**src/rtl/mem_loader_pkg.sv**
```systemverilog
// Shared definitions for the program-memory loader: state encoding and memory-map bounds.
package mem_loader_pkg;

    localparam int unsigned ADDR_W = 16;
    localparam int unsigned DATA_W = 16;
    localparam int unsigned BYTE_W = 8;

    // Default writable window of program memory, shared with the ROM and memory map.
    localparam logic [ADDR_W-1:0] BOUND_L_DEF = 16'hc000;
    localparam logic [ADDR_W-1:0] BOUND_U_DEF = 16'hffff;

    typedef enum logic [2:0] {
        ST_IDLE  = 3'd0,
        ST_LO    = 3'd1,
        ST_HI    = 3'd2,
        ST_WRITE = 3'd3,
        ST_DONE  = 3'd4,
        ST_ERR   = 3'd5
    } state_t;

endpackage

```
**src/rtl/mem_loader_range_chk.sv**
```systemverilog
// Combinational check that a load request is word-aligned and fits inside the writable window.
module mem_loader_range_chk
    import mem_loader_pkg::*;
#(
    parameter logic [15:0] BOUND_U = BOUND_U_DEF,
    parameter logic [15:0] BOUND_L = BOUND_L_DEF
) (
    input  logic [15:0] base_addr,
    input  logic [15:0] length,
    output logic        ok
);

    logic [16:0] last_addr;

    // Last byte address is formed in 17 bits so a load running past 16'hffff fails instead of wrapping.
    always_comb begin
        last_addr = {1'b0, base_addr} + {1'b0, length} - 17'd1;
        ok        = !base_addr[0]
                    && (base_addr >= BOUND_L)
                    && (last_addr <= {1'b0, BOUND_U});
    end

endmodule

```
**src/rtl/mem_loader.sv**
```systemverilog
// Byte-stream to program-memory loader: packs little-endian bytes into 16-bit word writes.
module mem_loader
    import mem_loader_pkg::*;
#(
    parameter logic [15:0] BOUND_U = BOUND_U_DEF,
    parameter logic [15:0] BOUND_L = BOUND_L_DEF
) (
    input  logic        clk,
    input  logic        rst,
    input  logic        start,
    input  logic        abort,
    input  logic [15:0] base_addr,
    input  logic [15:0] length,
    input  logic [7:0]  in_byte,
    input  logic        in_valid,
    output logic        in_ready,
    output logic [15:0] mem_addr,
    output logic [15:0] mem_din,
    output logic        mem_we,
    output logic        mem_bw,
    output logic        busy,
    output logic        done,
    output logic        err
);

    state_t      state;
    logic [15:0] addr;
    logic [15:0] rem;
    logic [15:0] rem_dec;
    logic [7:0]  lo;
    logic        we_q;
    logic        bw_q;
    logic [15:0] wr_addr_q;
    logic [15:0] wr_din_q;
    logic        range_ok;

    mem_loader_range_chk #(
        .BOUND_U (BOUND_U),
        .BOUND_L (BOUND_L)
    ) u_range_chk (
        .base_addr (base_addr),
        .length    (length),
        .ok        (range_ok)
    );

    assign rem_dec = rem - 16'd1;

    // An abort landing on the write cycle must suppress that write, so the strobe is qualified here.
    assign mem_we   = we_q & ~abort;
    assign mem_addr = mem_we ? wr_addr_q : 16'h0000;
    assign mem_din  = mem_we ? wr_din_q  : 16'h0000;
    assign mem_bw   = mem_we ? bw_q      : 1'b0;

    // Loader FSM; each transition also sets the registered status and write-port outputs for the next state.
    always_ff @(posedge clk) begin
        if (rst) begin
            state     <= ST_IDLE;
            addr      <= 16'h0000;
            rem       <= 16'h0000;
            lo        <= 8'h00;
            we_q      <= 1'b0;
            bw_q      <= 1'b0;
            wr_addr_q <= 16'h0000;
            wr_din_q  <= 16'h0000;
            in_ready  <= 1'b0;
            busy      <= 1'b0;
            done      <= 1'b0;
            err       <= 1'b0;
        end else begin
            we_q      <= 1'b0;
            bw_q      <= 1'b0;
            wr_addr_q <= 16'h0000;
            wr_din_q  <= 16'h0000;
            done      <= 1'b0;
            err       <= 1'b0;
            case (state)
                ST_IDLE: begin
                    if (start) begin
                        addr <= base_addr;
                        rem  <= length;
                        busy <= 1'b1;
                        if (length == 16'h0000) begin
                            state <= ST_DONE;
                            done  <= 1'b1;
                        end else if (!range_ok) begin
                            state <= ST_ERR;
                            err   <= 1'b1;
                        end else begin
                            state    <= ST_LO;
                            in_ready <= 1'b1;
                        end
                    end
                end
                ST_LO: begin
                    if (abort) begin
                        state    <= ST_ERR;
                        in_ready <= 1'b0;
                        err      <= 1'b1;
                    end else if (in_valid) begin
                        lo  <= in_byte;
                        rem <= rem_dec;
                        if (rem_dec == 16'h0000) begin
                            state     <= ST_WRITE;
                            in_ready  <= 1'b0;
                            we_q      <= 1'b1;
                            bw_q      <= 1'b1;
                            wr_addr_q <= addr;
                            wr_din_q  <= {8'h00, in_byte};
                        end else begin
                            state <= ST_HI;
                        end
                    end
                end
                ST_HI: begin
                    if (abort) begin
                        state    <= ST_ERR;
                        in_ready <= 1'b0;
                        err      <= 1'b1;
                    end else if (in_valid) begin
                        rem       <= rem_dec;
                        state     <= ST_WRITE;
                        in_ready  <= 1'b0;
                        we_q      <= 1'b1;
                        bw_q      <= 1'b0;
                        wr_addr_q <= addr;
                        wr_din_q  <= {in_byte, lo};
                    end
                end
                ST_WRITE: begin
                    if (abort) begin
                        state <= ST_ERR;
                        err   <= 1'b1;
                    end else begin
                        addr <= addr + 16'd2;
                        if (rem == 16'h0000) begin
                            state <= ST_DONE;
                            done  <= 1'b1;
                        end else begin
                            state    <= ST_LO;
                            in_ready <= 1'b1;
                        end
                    end
                end
                ST_DONE, ST_ERR: begin
                    state <= ST_IDLE;
                    busy  <= 1'b0;
                end
                default: begin
                    state    <= ST_IDLE;
                    in_ready <= 1'b0;
                    busy     <= 1'b0;
                end
            endcase
        end
    end

endmodule

```
**config.mk**
```make
export PLATFORM = sky130hd
export DESIGN_NAME = mem_loader
export DESIGN_NICKNAME = d
export VERILOG_FILES = /design/src/rtl/mem_loader_pkg.sv /design/src/rtl/mem_loader_range_chk.sv /design/src/rtl/mem_loader.sv
export SDC_FILE = /design/constraint.sdc
export NUM_CORES = 1
export LEC_CHECK = 0
export BUFFER_PORTS_ARGS = -buffer_cell sky130_fd_sc_hd__buf_2
export CELL_PAD_IN_SITES_DETAIL_PLACEMENT = 1
export CELL_PAD_IN_SITES_GLOBAL_PLACEMENT = 2
export CORE_MARGIN = 2
export CORE_UTILIZATION = 35
export DETAILED_ROUTE_END_ITERATION = 16
export GPL_ROUTABILITY_DRIVEN = 0
export PLACE_DENSITY_LB_ADDON = 0.1
export SLEW_MARGIN = 0
export SYNTH_ARGS = -nofsm -noshare
export SYNTH_HDL_FRONTEND = slang
export SYNTH_SLANG_ARGS = --single-unit
```
**constraint.sdc**
```tcl
create_clock -name clk -period 6.25 [get_ports clk]
set_input_delay 1.25 -clock clk [delete_from_list [all_inputs] [get_ports clk]]
set_output_delay 1.25 -clock clk [all_outputs]
set_load 0.05 [all_outputs]
```
==> flow_summary.yaml <==
critical_path:
  critical_path.max_fanout: 34
  worst_path_max_delay_cell: "buf_4"
  required_ns: 5.00
  critical_path.cell_chain: "buf_2 -> nor2b_1 -> buf_4 -> and2_1 -> buf_2"
  cp_common_cell: "buf_2"
  cp-end-kind: "output port"
  startpoint_type: "primary input"
  arrival_ns: 2.26
  max_stage_delay_ns: 0.27
  worstSetupPathType: "in2out"
synthesis:
  synth_edf_count: 0
  netlist_area_um2: 4960
  synth_cell_types: 62
  synth.area.top_cells: "dfxtp_1 33%, ha_1 8.6%, and2_1 7.3%"
  avgSynthCellArea_um2: 7.64
  ys_seq_elements: 81
  synth_top_area_share_pct: 32.7
  syn_nets: 728
  yosysWarnings: 0
  yosys.area.top_type: "dfxtp_1"
  yosysSeqAreaShare_pct: 32.7
  async_flop_share_pct: 0
  syn-instance-count: 649
  ys.flop_type: "dfxtp_1"
floorplan:
  die_w_um: 123
  num_io_pins: 83
  core_area_um2: 13900
  die_area_um2: 15100
  rows: 43
  start_util_pct: 35.7
  die_y_um: 123
sta:
  skew_ns: 0.00829
  fin_crit_ns: 3.51
  tns_ns: 0
  worst_pin_slew_ns: 1.06
  slew_headroom_pct: 28.8
  fmax_ghz: 0.285
  drv_slew: 0
  setup_viol: 0
  finalHoldViolCount: 0
  fin_crit_sh_pct: 56.2
  rsz0062_at_grt: "no"
cts:
  clkTransAtPathRegs_ns: 0.06
  cts_tree: "built"
  ctsHoldBuffers: 0
  ctsResizeCount: 0
  cts.sinks: 81
  cts.root.buffer_cell: "clkbuf_16"
  clockBufferDepth: 2
  cts_max_level: 3
  clk_latency_ns: 0.35
  cts_made_buffers: 9
  post_cts_buffers: 0
drt:
  drc: 0
  wl_per_cell_um: 16.4
  wirelength_um: 14600
  ant_nets: 0
  avgViaCountPerCell: 5.34
  dr.first_iter.drc_count: 252
  drtPass1Iterations: 4
  num_vias: 4770
final_layout:
  drive_gt1_share_pct: 17.8
  final_cell_mix: "82 x buf_2, 81 x dfxtp_1, 67 x inv_1"
  syn_to_final_growth_pct: 16.7
  diodes: 0
  final_nets: 788
  final_cells: 893
  final_common_cell: "buf_2"
  fill_cells: 1724
  fin_area_um2: 5780
  register_area_um2: 1620
  multi_input_area_um2: 2910
  finish.utilization_pct: 41.7
power_and_ir_drop:
  p_leak_nw: 2.57
  power_density_nw_per_um2: 339
  ir_worst_vdd_v: 0.000131
placed_design:
  numPortBuffers: 82
  place_area_um2: 5470
  dp_cells: 878
  place_hpwl_um: 11000
status:
  status: "finished clean"
run:
  maxCapViolations: 0
global_routing:
  grt_usage_pct: 20.1
  antenna_found_initial: 0
  first_global_vias: 4659
  grt_pass1_wl_um: 23700
  overflow: 0
  grt_max_degree: 47
min_path:
  hp-class: "reg2reg"
## worst max-delay path: cells and delay by family
family | cells | cell delay (ns)
buf+inv | 3 | 0.71
simple gates | 2 | 0.30
## per-layer routing
layer  vias to the layer above  GRT usage, %  routed length (um)
li1                       2365             -                   -
met1                      2302          28.1                7270
met2                        87          31.7                6470
met3                        16          2.63                 657
met4                         0          7.67                 230
met5                         -             0                   0
## area by class of cell
| cell class | instances | area share (%) |
|---|---|---|
| clock buffer | 9 | 3.89 |
| clock inverter | 6 | 1.62 |
| inverter | 67 | 4.35 |
| multi-input combinational | 462 | 50.3 |
| sequential | 81 | 28.0 |
| tap | 180 | 3.89 |
| timing repair buffer | 88 | 7.87 |
## path summary, 6_finish.rpt
check	startpoint	to	slack, ns	cells after the start
max reg2reg	rem[0]$_SDFFE_PP0P_	wr_addr_q[7]$_SDFF_PP0_	3.18	9
max	abort	mem_din[15]	2.74	5
min	addr[0]$_SDFFE_PP0P_	addr[0]$_SDFFE_PP0P_	0.45	2
min reg2reg	addr[0]$_SDFFE_PP0P_	addr[0]$_SDFFE_PP0P_	0.45	2
## registers in the layout, indices dropped and copies added (netlist names), 3 cells and up
name       cells
addr          16
rem           16
lo             8
wr_addr_q     16
state          3
wr_din_q      16
## through the flow
stage                     hold slack, ns  total power, mW  worst slack [ns]
final                              0.453             1.96              2.74
after global routing               0.478             2.10              2.61
after floorplan                    0.427             1.20              2.40
after CTS                          0.458             1.97              2.71
after global placement             0.442             1.37              2.76
after detailed placement           0.449             1.39              2.51
## synthesized netlist by cell type, types with 5 or more instances
cell type  count
o21ai_0       45
or3_1          8
and2_1        58
a22o_1         8
nor4_1         7
a21oi_1       50
and4_1         7
nand2b_1       5
inv_1         67
nand3_1       16
a211oi_1      13
nor2_1        44
buf_2          5
o31ai_1        6
ha_1          34
nand3b_1       5
clkbuf_1      31
or2_2          6
o22ai_1        7
nor3_1        11
a22oi_1        8
dfxtp_1       81
nand4_1        7
nand2_1       61
## power by group
part | switching [mW] | internal [mW] | total [mW] | leakage (nW)
registers | 0.0951 | 0.575 | 0.670 | 0.659
logic | 0.430 | 0.280 | 0.711 | 1.76
clock network | 0.229 | 0.350 | 0.579 | 0.152
total | 0.755 | 1.21 | 1.96 | 2.57
## cell families after synthesis
logic type,synth area share [%]
xor+xnor,0.707
fa+ha+maj,8.58
compound gates,21.2
simple gates,28.3
flops,32.7
buf+inv,8.53
(Power assumes the default switching activity.)
